## src/rtl/load_scoreboard_pkg.sv

```systemverilog
// rtl/load_scoreboard_pkg.sv - shared register-index types and constants for the load scoreboard
package load_scoreboard_pkg;

  localparam int REG_IDX_W = 5;
  localparam int NUM_REGS  = 32;

  typedef logic [REG_IDX_W-1:0] reg_idx_t;

  localparam reg_idx_t REG_ZERO = '0;

  // x0 is hardwired, so it is never tracked as a pending destination or source
  function automatic logic is_tracked(input reg_idx_t r);
    return r != REG_ZERO;
  endfunction

endpackage

```

## src/rtl/load_scoreboard_if.sv

```systemverilog
// rtl/load_scoreboard_if.sv - issue/decode/memory-response bundle of the load scoreboard
interface load_scoreboard_if #(
  parameter int DEPTH = 4
);
  import load_scoreboard_pkg::*;

  logic                   issue_valid;
  logic                   issue_is_load;
  reg_idx_t               issue_rd;
  reg_idx_t               rs1;
  reg_idx_t               rs2;
  logic                   mem_rvalid;
  logic                   issue_stall;
  logic                   hazard_stall;
  logic                   wb_valid;
  reg_idx_t               wb_rd;
  logic [$clog2(DEPTH):0] pending_count;
  logic [NUM_REGS-1:0]    busy;
  logic                   err_unexpected;

  // pipeline side drives issue, decode sources and memory responses
  modport master (
    output issue_valid, issue_is_load, issue_rd, rs1, rs2, mem_rvalid,
    input  issue_stall, hazard_stall, wb_valid, wb_rd, pending_count, busy, err_unexpected
  );

  // scoreboard side
  modport slave (
    input  issue_valid, issue_is_load, issue_rd, rs1, rs2, mem_rvalid,
    output issue_stall, hazard_stall, wb_valid, wb_rd, pending_count, busy, err_unexpected
  );

endinterface

```

## src/rtl/load_rd_fifo.sv

```systemverilog
// rtl/load_rd_fifo.sv - in-order queue of pending load destinations
module load_rd_fifo
  import load_scoreboard_pkg::*;
#(
  parameter int DEPTH = 4
) (
  input  logic                   clk,
  input  logic                   reset,
  input  logic                   push,
  input  reg_idx_t               push_rd,
  input  logic                   pop,
  output reg_idx_t               head_rd,
  output logic                   full,
  output logic                   empty,
  output logic [$clog2(DEPTH):0] count
);

  localparam int AW    = $clog2(DEPTH);
  localparam int PTR_W = AW + 1;

  logic [PTR_W-1:0] wr_ptr_q, wr_ptr_d;
  logic [PTR_W-1:0] rd_ptr_q, rd_ptr_d;
  reg_idx_t         mem_q [DEPTH];
  reg_idx_t         mem_d [DEPTH];
  logic             push_ok;
  logic             pop_ok;

  // pointers carry one extra wrap bit so full and empty are distinguishable
  assign empty   = (wr_ptr_q == rd_ptr_q);
  assign full    = (wr_ptr_q[AW] != rd_ptr_q[AW]) && (wr_ptr_q[AW-1:0] == rd_ptr_q[AW-1:0]);
  assign count   = wr_ptr_q - rd_ptr_q;
  assign head_rd = mem_q[rd_ptr_q[AW-1:0]];
  assign push_ok = push && !full;
  assign pop_ok  = pop && !empty;

  // next pointer and storage values
  always_comb begin
    wr_ptr_d = wr_ptr_q;
    rd_ptr_d = rd_ptr_q;
    mem_d    = mem_q;
    if (push_ok) begin
      mem_d[wr_ptr_q[AW-1:0]] = push_rd;
      wr_ptr_d = wr_ptr_q + 1'b1;
    end
    if (pop_ok) begin
      rd_ptr_d = rd_ptr_q + 1'b1;
    end
  end

  // pointer and storage registers
  always_ff @(posedge clk or posedge reset) begin
    if (reset) begin
      wr_ptr_q <= '0;
      rd_ptr_q <= '0;
      for (int i = 0; i < DEPTH; i++) begin
        mem_q[i] <= REG_ZERO;
      end
    end else begin
      wr_ptr_q <= wr_ptr_d;
      rd_ptr_q <= rd_ptr_d;
      mem_q    <= mem_d;
    end
  end

endmodule

```

## src/rtl/load_scoreboard.sv

```systemverilog
// rtl/load_scoreboard.sv - busy-bit scoreboard for in-flight loads with load-use interlock
module load_scoreboard
  import load_scoreboard_pkg::*;
#(
  parameter int DEPTH = 4
) (
  input  logic           clk,
  input  logic           reset,
  load_scoreboard_if.slave sb
);

  logic [NUM_REGS-1:0]    busy_q, busy_d;
  logic                   err_q, err_d;
  logic                   load_req;
  logic                   stall;
  logic                   push;
  logic                   pop;
  reg_idx_t               head_rd;
  logic                   fifo_full;
  logic                   fifo_empty;
  logic [$clog2(DEPTH):0] fifo_count;

  load_rd_fifo #(.DEPTH(DEPTH)) u_fifo (
    .clk     (clk),
    .reset   (reset),
    .push    (push),
    .push_rd (sb.issue_rd),
    .pop     (pop),
    .head_rd (head_rd),
    .full    (fifo_full),
    .empty   (fifo_empty),
    .count   (fifo_count)
  );

  // issue acceptance and response matching, all from pre-edge state
  always_comb begin
    load_req = sb.issue_valid && sb.issue_is_load && is_tracked(sb.issue_rd);
    stall    = load_req && (fifo_full || busy_q[sb.issue_rd]);
    push     = load_req && !stall;
    pop      = sb.mem_rvalid && !fifo_empty;
  end

  // busy vector and sticky error update; a same-register push and pop cannot coincide
  always_comb begin
    busy_d = busy_q;
    err_d  = err_q;
    if (pop) begin
      busy_d[head_rd] = 1'b0;
    end
    if (push) begin
      busy_d[sb.issue_rd] = 1'b1;
    end
    busy_d[0] = 1'b0;
    if (sb.mem_rvalid && fifo_empty) begin
      err_d = 1'b1;
    end
  end

  // scoreboard state registers
  always_ff @(posedge clk or posedge reset) begin
    if (reset) begin
      busy_q <= '0;
      err_q  <= 1'b0;
    end else begin
      busy_q <= busy_d;
      err_q  <= err_d;
    end
  end

  assign sb.issue_stall    = stall;
  assign sb.hazard_stall   = (is_tracked(sb.rs1) && busy_q[sb.rs1]) ||
                             (is_tracked(sb.rs2) && busy_q[sb.rs2]);
  assign sb.wb_valid       = pop;
  assign sb.wb_rd          = head_rd;
  assign sb.pending_count  = fifo_count;
  assign sb.busy           = busy_q;
  assign sb.err_unexpected = err_q;

endmodule

```

## src/flat_wrapper.sv

```systemverilog
// flat-port wrapper written by rule: the top's interface ports become plain ports
module load_scoreboard_flat import load_scoreboard_pkg::*;
#(
  parameter int DEPTH = 4
)
  (clk, reset, sb_issue_valid, sb_issue_is_load, sb_issue_rd, sb_rs1, sb_rs2, sb_mem_rvalid, sb_issue_stall, sb_hazard_stall, sb_wb_valid, sb_wb_rd, sb_pending_count, sb_busy, sb_err_unexpected);
  load_scoreboard_if #(.DEPTH(DEPTH)) sb_i ();
  input  logic clk;
  input  logic reset;
  input wire logic [$bits(sb_i.issue_valid)-1:0] sb_issue_valid;
  input wire logic [$bits(sb_i.issue_is_load)-1:0] sb_issue_is_load;
  input wire logic [$bits(sb_i.issue_rd)-1:0] sb_issue_rd;
  input wire logic [$bits(sb_i.rs1)-1:0] sb_rs1;
  input wire logic [$bits(sb_i.rs2)-1:0] sb_rs2;
  input wire logic [$bits(sb_i.mem_rvalid)-1:0] sb_mem_rvalid;
  output wire logic [$bits(sb_i.issue_stall)-1:0] sb_issue_stall;
  output wire logic [$bits(sb_i.hazard_stall)-1:0] sb_hazard_stall;
  output wire logic [$bits(sb_i.wb_valid)-1:0] sb_wb_valid;
  output wire logic [$bits(sb_i.wb_rd)-1:0] sb_wb_rd;
  output wire logic [$bits(sb_i.pending_count)-1:0] sb_pending_count;
  output wire logic [$bits(sb_i.busy)-1:0] sb_busy;
  output wire logic [$bits(sb_i.err_unexpected)-1:0] sb_err_unexpected;
  assign sb_i.issue_valid = sb_issue_valid;
  assign sb_i.issue_is_load = sb_issue_is_load;
  assign sb_i.issue_rd = sb_issue_rd;
  assign sb_i.rs1 = sb_rs1;
  assign sb_i.rs2 = sb_rs2;
  assign sb_i.mem_rvalid = sb_mem_rvalid;
  assign sb_issue_stall = sb_i.issue_stall;
  assign sb_hazard_stall = sb_i.hazard_stall;
  assign sb_wb_valid = sb_i.wb_valid;
  assign sb_wb_rd = sb_i.wb_rd;
  assign sb_pending_count = sb_i.pending_count;
  assign sb_busy = sb_i.busy;
  assign sb_err_unexpected = sb_i.err_unexpected;
  load_scoreboard #(.DEPTH(DEPTH)) u_core (.clk(clk), .reset(reset), .sb(sb_i));
endmodule
```

## config.mk

```make
export PLATFORM = sky130hd
export DESIGN_NAME = load_scoreboard_flat
export DESIGN_NICKNAME = d
export VERILOG_FILES = /design/src/rtl/load_scoreboard_pkg.sv /design/src/rtl/load_scoreboard_if.sv /design/src/rtl/load_rd_fifo.sv /design/src/rtl/load_scoreboard.sv /design/src/flat_wrapper.sv
export SDC_FILE = /design/constraint.sdc
export NUM_CORES = 1
export LEC_CHECK = 0
export CAP_MARGIN = 20
export CORE_MARGIN = 3
export CORE_UTILIZATION = 57
export CTS_CLUSTER_SIZE = 10
export DETAILED_ROUTE_END_ITERATION = 8
export PLACE_DENSITY = 0.89
export SLEW_MARGIN = 10
export SYNTH_ARGS = -nofsm -noshare
export SYNTH_HDL_FRONTEND = slang
export SYNTH_SLANG_ARGS = --single-unit
```

## constraint.sdc

```tcl
create_clock -name clk -period 5.77 [get_ports clk]
set_input_delay 1.154 -clock clk [delete_from_list [all_inputs] [get_ports clk]]
set_output_delay 1.154 -clock clk [all_outputs]
set_load 0.005 [all_outputs]
```

==> impl_metrics.csv, run 1 <==
group,metric,value,unit
synthesis,synthTopCellsByCount,"o21ai_0, dfrtp_1, mux4_2",
clock_network,post-cts-setup-buffers,0,
detailed_routing,vias,2922,
die,initial_core_util,0.596,
die,ios,64,
worst_setup_path,crit_path_max_fanout,14,
sta,finalSetupTns,0,ns
worst_setup_path,cp-endpoint,"sb_issue_stall",
die,dieWidth,85.2,um
pwr,combPwrFrac,0.483,
final_layout,area_delta_synth_final,23.9,%
detailed_routing,drt_first_iter_violations,276,
place,globalplace.congestion,0.879,
synthesis,syn_area,3570,um2
pwr,vdd_drop_max,0.433,mV
final_layout,fin_cells,429,
synthesis,syn_avg_cell_area,12.2,um2
worst_setup_path,rrSetupSlack,3.07,ns
clock_network,path_clk_slew,0.07,ns
clock_network,root_buffer,"clkbuf_8",
detailed_routing,wirelength,10.1,mm
die,num_rows,28,
worst_hold_path,hold_depth,1,
clock_network,cts_buffers,9,
die,die_area,7250,um2
detailed_routing,routed_via_density,6.81,
synthesis,async_flop_share,1.00,
sta,hold_ws,0.487,ns
synthesis,ys_seq_area_frac,0.406,
synthesis,yosysWarningCount,0,
worst_setup_path,crit_required,4.62,ns
sta,finalMaxSlewViolations,0,
worst_setup_path,endpoint_kind,"output port",
worst_setup_path,critical_path_class,"in -> out",
clock_network,cts_sinks,58,
run_status,outcome,"finished clean",
sta,hold_violations,0,
synthesis,synth_area_leaders,"dfrtp_1, mux4_2, o21ai_0, mux2_4, mux2i_1",
worst_setup_path,r2r_start,"u_core.u_fifo.rd_ptr_q[1]$_DFFE_PP0P_",
detailed_routing,detail-route-antenna-nets,0,
final_layout,layout-drive-gt1-share,0.209,
sta,min_period,5.04,ns
synthesis,syn_nets,321,
synthesis,ys_seq_elements,58,
clock_network,ctsResizeCount,0,
sta,finalSetupViolations,0,
detailed_routing,drc,0,
sta,period_share,0.873,
sta,skew,0.00898,ns
pwr,seqPwrFrac,0.331,
pwr,clkPwrFrac,0.185,
die,fp.dieH,85.2,um
pwr,p_switching,944,uW
worst_hold_path,min_path_type,"reg -> reg",
worst_setup_path,arrival,3.88,ns
place,hpwl,6.95,mm
detailed_routing,wl_per_cell,23.5,um
pwr,p_leak,1.78,nW
place,placed_cells_incl_taps,413,
synthesis,synth.distinct_cells,46,
synthesis,synth_edf_count,0,
detailed_routing,firstDrtPassIters,5,
final_layout,nFillCells,410,
sta,tightestPinTransition,0.719,ns
worst_setup_path,setup.worst_path.start,"sb_issue_rd[1]",
clock_network,cts_buffer_depth,2,
sta,max_clock_freq,199,MHz
sta,maxSlewHeadroom,0.521,
global_route,grt_first_pass_wirelength,16.2,mm
pwr,intPower,1.60,mW
clock_network,htreeDepth,3,
global_route,grt_pass1_vias,3045,
worst_setup_path,r2r_cells,8,
synthesis,netlist_instances,293,
global_route,antenna_found_initial,0,
pwr,power.density,574,nW/um2
final_layout,diodes,0,
global_route,grt_max_degree,59,
synthesis,ys.flop_type,"dfrtp_1",
worst_setup_path,r2r-end,"u_core.sb.busy[21]$_DFF_PP0_",
synthesis,yosysTopAreaCell,"dfrtp_1",
global_route,track_usage,0.297,
pwr,swShare,0.371,
worst_setup_path,cp-start-kind,"primary input",
final_layout,fin_nets,377,
die,placeableCoreArea,5990,um2
clock_network,cts_tree,"built",
sta,grt_setup_unrepaired,"no",
clock_network,insertion_delay,0.35,ns
place,portBuffers,62,
synthesis,yosysTopAreaCellShare,0.406,
flow_run,max-cap-violations,0,
global_route,grt-ovfl-total,0,
clock_network,hold_buffers,0,
synthesis,yosysMostFrequentCell,"o21ai_0",
## routing by layer
layer	share of wire	wire length, um	track usage
met2	0.49	4970	0.489
met3	0.089	899	0.0699
met5	0	0	0
met1	0.39	3910	0.374
met4	0.031	313	0.132
## through the flow
stage                     setup slack [ns]  total power, mW  instance area (um2)  utilization
final                                0.734             2.54                 4430        0.739
after global routing                 0.620             2.69                 4430        0.739
after CTS                            0.774             2.53                 4430        0.739
after detailed placement             0.800             2.05                 4170        0.697
after global placement               0.837             1.99                 4170        0.697
after floorplan                       1.82             1.46                 3570            -
## area by class of cell
class | count | area, um2 | area share
Multi-Input combinational cell | 208 | 1960 | 0.443
Sequential cell | 58 | 1450 | 0.328
Timing Repair Buffer | 65 | 643 | 0.145
Clock buffer | 10 | 138 | 0.0311
Clock inverter | 6 | 114 | 0.0257
Tap cell | 75 | 93.8 | 0.0212
Inverter | 7 | 26.3 | 0.00594
## cells by family after synthesis
logic type | Yosys count | share of synthesized area
and+or+nand+nor | 55 | 0.0974
muxes | 61 | 0.282
buffers and inverters | 27 | 0.0452
adders and majority gates | 8 | 0.0301
AOI/OAI and AO/OA | 76 | 0.120
other | 1 | 0.00105
DFF | 58 | 0.406
xor gates and xnor gates | 7 | 0.0172
## power groups by stage
| stage | logic [mW] | registers (mW) | clock network [mW] |
|---|---|---|---|
| finish | 1.23 | 0.842 | 0.471 |
| global route | 1.33 | 0.866 | 0.493 |
| CTS | 1.22 | 0.835 | 0.475 |
| detailed placement | 1.21 | 0.841 | 0 |
| global placement | 1.17 | 0.821 | 0 |
| floorplan | 0.728 | 0.736 | 0 |
## layout by cell type, fill, tap and decap left out, types with 3 or more instances in the layout
cell,Yosys,final
and3_4,3,3
o22ai_1,3,3
clkdlybuf4s50_1,0,62
nand3_1,5,5
mux2i_1,13,13
nor2b_1,3,3
buf_4,1,3
mux2_4,15,15
bufinv_16,0,3
clkbuf_8,0,10
mux2_2,7,7
nand2_1,11,11
nor2_1,5,5
or3_1,3,3
dfrtp_1,58,58
xnor2_1,6,6
ha_1,7,7
o21ai_0,59,59
o31ai_1,7,7
mux4_2,25,25
nand2b_1,3,3
nand3b_1,7,7
inv_1,7,6
## how the worst min path moves through the flow
stage,from,end
floorplan,u_core.sb.err_unexpected$_DFFE_PP0P_,u_core.sb.err_unexpected$_DFFE_PP0P_
global placement,u_core.sb.err_unexpected$_DFFE_PP0P_,u_core.sb.err_unexpected$_DFFE_PP0P_
detailed placement,u_core.sb.err_unexpected$_DFFE_PP0P_,u_core.sb.err_unexpected$_DFFE_PP0P_
CTS,u_core.sb.err_unexpected$_DFFE_PP0P_,u_core.sb.err_unexpected$_DFFE_PP0P_
global route,u_core.sb.err_unexpected$_DFFE_PP0P_,u_core.sb.err_unexpected$_DFFE_PP0P_
finish,u_core.sb.err_unexpected$_DFFE_PP0P_,u_core.sb.err_unexpected$_DFFE_PP0P_
## worst max-delay path: stages
cell             delay, ns
clkdlybuf4s50_1       0.72
buf_4                 0.27
mux2_1                0.33
a221o_1               0.34
nand3_1               0.08
and4_1                0.41
nor2b_1               0.12
clkdlybuf4s50_1       0.46
## flip-flops by register name, indices dropped and copies added (netlist names)
register	count
u_core.u_fifo.mem_q	20
u_core.sb.busy	31
u_core.sb.err_unexpected	1
u_core.u_fifo.rd_ptr_q	3
u_core.u_fifo.wr_ptr_q	3
No activity file was read; power rests on OpenSTA's default activity.
==> run 2: changes to the inputs <==
CORE_MARGIN = default   (was 3)
CORE_UTILIZATION = 35   (was 57)
PLACE_DENSITY = 0.59   (was 0.89)
SYNTH_HIERARCHICAL = 1   (was default)
==> run 2 against run 1 <==
  * Sequential share of layout area is 2.3 points lower
  * Via count grew 13%
  * Die area increased by 58%
  * Hold slack got worse by 0.013 ns
  * Routed wire length increased by 14%
  * Non-clock buffer count up 6
  * Clock-buffer cell count is 3 higher
  * Sequential power down 7.6%
  * Combinational power decreased by 4%
  * Largest cell class unchanged
==> impl_metrics.csv, run 2 <==
group,metric,value,unit
sta,max_clock_freq,197,MHz
final_layout,final_util,0.441,
synthesis,yosysWarningCount,6,
run_status,outcome,"finished clean",
final_layout,fin_nets,452,
place,hpwl,8.14,mm
worst_setup_path,endpoint_kind,"output port",
place,placed_cells_incl_taps,552,
synthesis,synthTopCellsByCount,"dfrtp_1, o21ai_0, mux2_2",
global_route,grt-ovfl-total,0,
worst_hold_path,worst_hold_startpoint,"u_core/sb.err_unexpected$_DFFE_PP0P_",
die,num_rows,38,
die,ios,64,
final_layout,regArea,1450,um2
sta,finalMaxSlewViolations,0,
final_layout,layout-drive-gt1-share,0.193,
final_layout,largest_register_ffs,31,
sta,hold_violations,0,
synthesis,synth.distinct_cells,52,
worst_setup_path,cp-start-kind,"primary input",
clock_network,insertion_delay,0.34,ns
place,globalplace.congestion,0.876,
detailed_routing,firstDrtPassIters,5,
flow_run,max-cap-violations,0,
synthesis,synth_edf_count,0,
global_route,track_usage,0.209,
sta,skew,0.00887,ns
sta,grt_setup_unrepaired,"no",
detailed_routing,wl_per_cell,20.3,um
detailed_routing,wirelength,11.5,mm
sta,min_period,5.07,ns
global_route,grt_first_pass_wirelength,18.0,mm
final_layout,final_common_cell,"clkdlybuf4s50_1",
synthesis,netlist_instances,370,
detailed_routing,drc,0,
clock_network,root_buffer,"clkbuf_8",
sta,finalSetupTns,0,ns
clock_network,path_clk_slew,0.06,ns
synthesis,ys_seq_area_frac,0.375,
sta,maxSlewHeadroom,0.322,
worst_setup_path,crit_required,4.62,ns
synthesis,yosysTopAreaCell,"dfrtp_1",
place,place_area,4570,um2
final_layout,fin_cells,569,
global_route,antenna_found_initial,0,
synthesis,syn_nets,398,
pwr,p_leak,1.96,nW
synthesis,syn_area,3870,um2
sta,period_share,0.879,
final_layout,stdcell_area,4760,um2
detailed_routing,drt_first_iter_violations,285,
global_route,grt_max_degree,32,
worst_hold_path,min_path_type,"reg -> reg",
global_route,grt_pass1_vias,3328,
pwr,power.density,478,nW/um2
worst_setup_path,setup.worst_path.start,"sb_rs2[0]",
synthesis,syn_avg_cell_area,10.5,um2
detailed_routing,vias,3307,
synthesis,synth_area_leaders,"dfrtp_1, mux2_2, mux4_2, o21ai_0, mux2i_1",
synthesis,ys_seq_elements,58,
die,placeableCoreArea,10800,um2
clock_network,cts_buffer_depth,2,
detailed_routing,detail-route-antenna-nets,0,
die,initial_core_util,0.359,
worst_setup_path,arrival,3.92,ns
clock_network,cts_buffers,9,
final_layout,final_cell_mix,"clkdlybuf4s50_1, dfrtp_1, o21ai_0",
synthesis,ys.flop_type,"dfrtp_1",
die,fp.dieH,107,um
final_layout,multi_input_comb_area,2230,um2
sta,tightestPinTransition,1.01,ns
clock_network,hold_buffers,0,
synthesis,async_flop_share,1.00,
place,portBuffers,62,
clock_network,htreeDepth,3,
synthesis,yosysTopAreaCellShare,0.375,
die,dieWidth,107,um
sta,finalSetupViolations,0,
clock_network,ctsResizeCount,0,
detailed_routing,routed_via_density,5.81,
final_layout,diodes,0,
final_layout,area_delta_synth_final,23.0,%
worst_setup_path,r2r_start,"u_core/u_fifo/rd_ptr_q[1]$_DFFE_PP0P_",
clock_network,post-cts-setup-buffers,0,
pwr,vdd_drop_max,0.264,mV
clock_network,cts_tree,"built",
worst_setup_path,crit_path_max_fanout,10,
worst_setup_path,critical_path_class,"in -> out",
die,die_area,11500,um2
worst_setup_path,rrSetupSlack,1.74,ns
clock_network,cts_sinks,58,
synthesis,yosysMostFrequentCell,"dfrtp_1",
final_layout,nFillCells,1049,
run 2: cell count changes after synthesis, moves of 8 or more:
| cell | delta |
|---|---|
| o21ai_0 | -12 |
| nand2_1 | +13 |
| mux2_2 | +26 |
| nor2_1 | +8 |
| mux4_2 | -9 |
| mux2_4 | -14 |
| nand4_1 | +17 |
| nand3_1 | +10 |
| o31ai_2 | +8 |
run 2: final timing paths:
check / end / cells past startpoint
max in group asynchronous: u_core/sb.busy[5]$_DFF_PP0_ / 3
max: sb_hazard_stall / 7
max reg2reg: u_core/u_fifo/mem_q[3]$_DFFE_PP0P_ / 11
min in group asynchronous: u_core/sb.err_unexpected$_DFFE_PP0P_ / 2
min: u_core/sb.err_unexpected$_DFFE_PP0P_ / 1
min reg2reg: u_core/sb.err_unexpected$_DFFE_PP0P_ / 1
run 2: report_power, final:
part / total (mW) / internal (mW) / leakage [nW] / switching, mW
Sequential: 0.778 / 0.567 / 0.745 / 0.211
Combinational: 1.18 / 0.609 / 1.12 / 0.570
Clock: 0.320 / 0.166 / 0.0872 / 0.154
run 2: cell type report:
| cell class | instances | share of cell area |
|---|---|---|
| Tap cell | 140 | 0.0368 |
| Clock buffer | 13 | 0.0313 |
| Multi-Input combinational cell | 274 | 0.468 |
| Timing Repair Buffer | 71 | 0.149 |
| Clock inverter | 3 | 0.00315 |
| Inverter | 10 | 0.00788 |
| Sequential cell | 58 | 0.305 |
run 2: routing by layer:
metal	share of wire	wire, um	track usage
met1	0.44	5130	0.287
met2	0.47	5380	0.323
met3	0.061	708	0.0292
met4	0.027	310	0.104
met5	0	0	0
run 2: kinds of logic after synthesis:
| logic type | Yosys count | share of synthesized area |
|---|---|---|
| fa+ha+maj | 8 | 0.0278 |
| other cells | 1 | 0.000968 |
| mux | 65 | 0.232 |
| buf+inv | 38 | 0.0501 |
| xor+xnor | 5 | 0.0113 |
| simple gates | 109 | 0.156 |
| compound gates | 86 | 0.147 |
| flops | 58 | 0.375 |
run 2: per-stage QoR:
stage | worst slack [ns] | hold slack (ns) | total power [mW]
finish | 0.698 | 0.474 | 2.28
floorplan | 1.86 | 0.451 | 1.41
CTS | 0.686 | 0.483 | 2.28
global placement | 0.756 | 0.443 | 1.93
global route | 0.534 | 0.508 | 2.43
detailed placement | 0.701 | 0.464 | 1.95
run 2: worst max-delay path, stage by stage:
cell             delay [ns]
clkdlybuf4s50_1        0.82
mux4_2                 0.58
nor3b_1                0.21
a211o_1                0.13
a21oi_1                0.03
or4_1                  0.53
clkdlybuf4s50_1        0.46
==> run 3: changes to the inputs <==
CAP_MARGIN = default   (was 20)
==> run 3 against run 2 <==
  * Final cell count shrank 0.18%
  * Final area shrank 0.58%
  * Hold slack is essentially flat
  * Via count is the same
  * Clock-buffer cell count is the same
  * Non-clock buffer count shrank 1
  * Register-to-register slack gained 0.02 ns
  * Sequential share of layout area grew 0.18 points
  * Clock power is essentially flat
  * Critical path depth is the same
  * Global-route usage is the same
  * Maximum frequency grew 0.10%
  * Critical endpoint unchanged
==> impl_metrics.csv, run 3 (synthesis gave the netlist of run 2 again) <==
group,metric,value,unit
pwr,seqPwrFrac,0.342,
detailed_routing,vias,3307,
worst_setup_path,cpMaxStageDelayCell,"clkdlybuf4s50_1",
sta,setup_ws,0.703,ns
clock_network,root_buffer,"clkbuf_8",
clock_network,post-cts-setup-buffers,0,
clock_network,cts_sinks,58,
global_route,grt_pass1_vias,3328,
detailed_routing,drt_first_iter_violations,263,
worst_setup_path,cp-start-kind,"primary input",
sta,finalMaxSlewViolations,0,
worst_setup_path,r2r_cells,11,
detailed_routing,routed_via_density,5.82,
worst_hold_path,min_to,"u_core/sb.err_unexpected$_DFFE_PP0P_",
worst_hold_path,min_path_type,"reg -> reg",
sta,min_period,5.07,ns
worst_setup_path,slowest_delay,0.82,ns
final_layout,area_delta_synth_final,22.3,%
place,post-place-ws,0.701,ns
clock_network,cts_buffer_depth,2,
clock_network,htreeDepth,3,
final_layout,fin_nets,451,
global_route,grt-ovfl-total,0,
final_layout,regArea,1450,um2
final_layout,layout-drive-gt1-share,0.192,
pwr,intPower,1.34,mW
sta,grt_setup_unrepaired,"no",
worst_setup_path,rrSetupSlack,1.76,ns
clock_network,cts_tree,"built",
worst_setup_path,crit_required,4.62,ns
worst_setup_path,critical_path_class,"in -> out",
pwr,combPwrFrac,0.517,
pwr,vdd_drop_max,0.263,mV
sta,max_clock_freq,197,MHz
worst_setup_path,r2r_start,"u_core/u_fifo/rd_ptr_q[1]$_DFFE_PP0P_",
clock_network,hold_buffers,0,
die,fp.dieH,107,um
worst_hold_path,hold_depth,1,
detailed_routing,firstDrtPassIters,5,
clock_network,insertion_delay,0.34,ns
die,ios,64,
die,die_area,11500,um2
detailed_routing,wl_per_cell,20.1,um
final_layout,largest_register_ffs,31,
place,placed_cells_incl_taps,552,
worst_setup_path,endpoint_kind,"output port",
worst_setup_path,path_cells,"clkdlybuf4s50_1 > mux4_2 > nor3b_1 > a211o_1 > a21oi_1 > or4_1 > clkdlybuf4s50_1",
die,placeableCoreArea,10800,um2
worst_setup_path,r2r-end,"u_core/u_fifo/mem_q[3]$_DFFE_PP0P_",
pwr,power.density,480,nW/um2
die,initial_core_util,0.359,
sta,skew,0.0111,ns
clock_network,ctsResizeCount,0,
final_layout,multi_input_comb_area,2230,um2
final_layout,final_cell_mix,"clkdlybuf4s50_1, dfrtp_1, o21ai_0",
global_route,grt_first_pass_wirelength,18.0,mm
detailed_routing,wirelength,11.4,mm
clock_network,path_clk_slew,0.06,ns
place,portBuffers,62,
final_layout,final_common_cell,"clkdlybuf4s50_1",
detailed_routing,detail-route-antenna-nets,0,
pwr,swShare,0.411,
place,globalplace.congestion,0.876,
place,hpwl,8.14,mm
worst_setup_path,cpMostUsedCell,"clkdlybuf4s50_1",
sta,finalSetupTns,0,ns
sta,hold_violations,0,
sta,finalSetupViolations,0,
sta,maxSlewHeadroom,0.301,
pwr,p_switching,935,uW
die,num_rows,38,
pwr,clkPwrFrac,0.141,
global_route,track_usage,0.209,
sta,tightestPinTransition,1.04,ns
final_layout,fin_cells,568,
final_layout,diodes,0,
sta,period_share,0.878,
flow_run,max-cap-violations,0,
worst_hold_path,worst_hold_startpoint,"u_core/sb.err_unexpected$_DFFE_PP0P_",
run_status,outcome,"finished clean",
pwr,p_leak,1.94,nW
die,dieWidth,107,um
detailed_routing,drc,0,
worst_setup_path,crit_path_max_fanout,10,
global_route,grt_max_degree,32,
global_route,antenna_found_initial,0,
worst_setup_path,arrival,3.91,ns
final_layout,nFillCells,1051,
clock_network,cts_buffers,9,
==> run 3: changes by cell type in the layout (fill, tap and decap cells not counted) <==
cell,before,now
buf_16,1,0
==> run 3: routing by layer <==
metal / vias to the layer above / global-route usage / wire length [um]
li1: 1494 / - / -
met1: 1630 / 0.287 / 5060
met2: 154 / 0.323 / 5250
met3: 29 / 0.0292 / 770
met4: 0 / 0.104 / 360
met5: - / 0 / 0
==> run 3: how the worst max path moves through the flow <==
stage | from | endpoint | slack [ns] | cells past startpoint
5_1_grt | sb_rs2[0] | sb_hazard_stall | 0.53 | 7
3_3_place_gp | sb_rs2[0] | sb_hazard_stall | 0.76 | 7
2_1_floorplan | sb_rs2[0] | sb_hazard_stall | 1.86 | 6
3_5_place_dp | sb_rs2[0] | sb_hazard_stall | 0.70 | 7
6_report | sb_rs2[0] | sb_hazard_stall | 0.70 | 7
4_1_cts | sb_rs2[0] | sb_hazard_stall | 0.69 | 7
==> run 3: worst max-delay path: cells and delay by family <==
kind / cells / cell delay (ns)
multiplexers: 1 / 0.58
AO/OA/AOI/OAI: 2 / 0.16
buffers and inverters: 2 / 1.28
AND/OR/NAND/NOR: 2 / 0.74
==> run 3: cell type report <==
| type | instances | share of cell area |
|---|---|---|
| timing repair buffer | 70 | 0.144 |
| tap | 140 | 0.0370 |
| multi-input combinational | 274 | 0.470 |
| inverter | 10 | 0.00792 |
| sequential | 58 | 0.306 |
| clock inverter | 3 | 0.00317 |
| clock buffer | 13 | 0.0314 |
==> run 3: per-stage QoR <==
stage | util | cell area (um2) | power [mW] | hold slack, ns
CTS | 0.439 | 4740 | 2.28 | 0.483
global placement | 0.424 | 4570 | 1.93 | 0.443
detailed placement | 0.424 | 4570 | 1.95 | 0.464
global route | 0.439 | 4740 | 2.43 | 0.508
finish | 0.439 | 4740 | 2.27 | 0.474
floorplan | - | 3870 | 1.41 | 0.451
==> run 3: power groups by stage <==
stage / Combinational (mW) / Clock, mW / Sequential (mW)
final: 1.17 / 0.322 / 0.778
after global routing: 1.28 / 0.347 / 0.807
after CTS: 1.17 / 0.329 / 0.779
after detailed placement: 1.17 / 0 / 0.786
after global placement: 1.15 / 0 / 0.776
after floorplan: 0.724 / 0 / 0.687
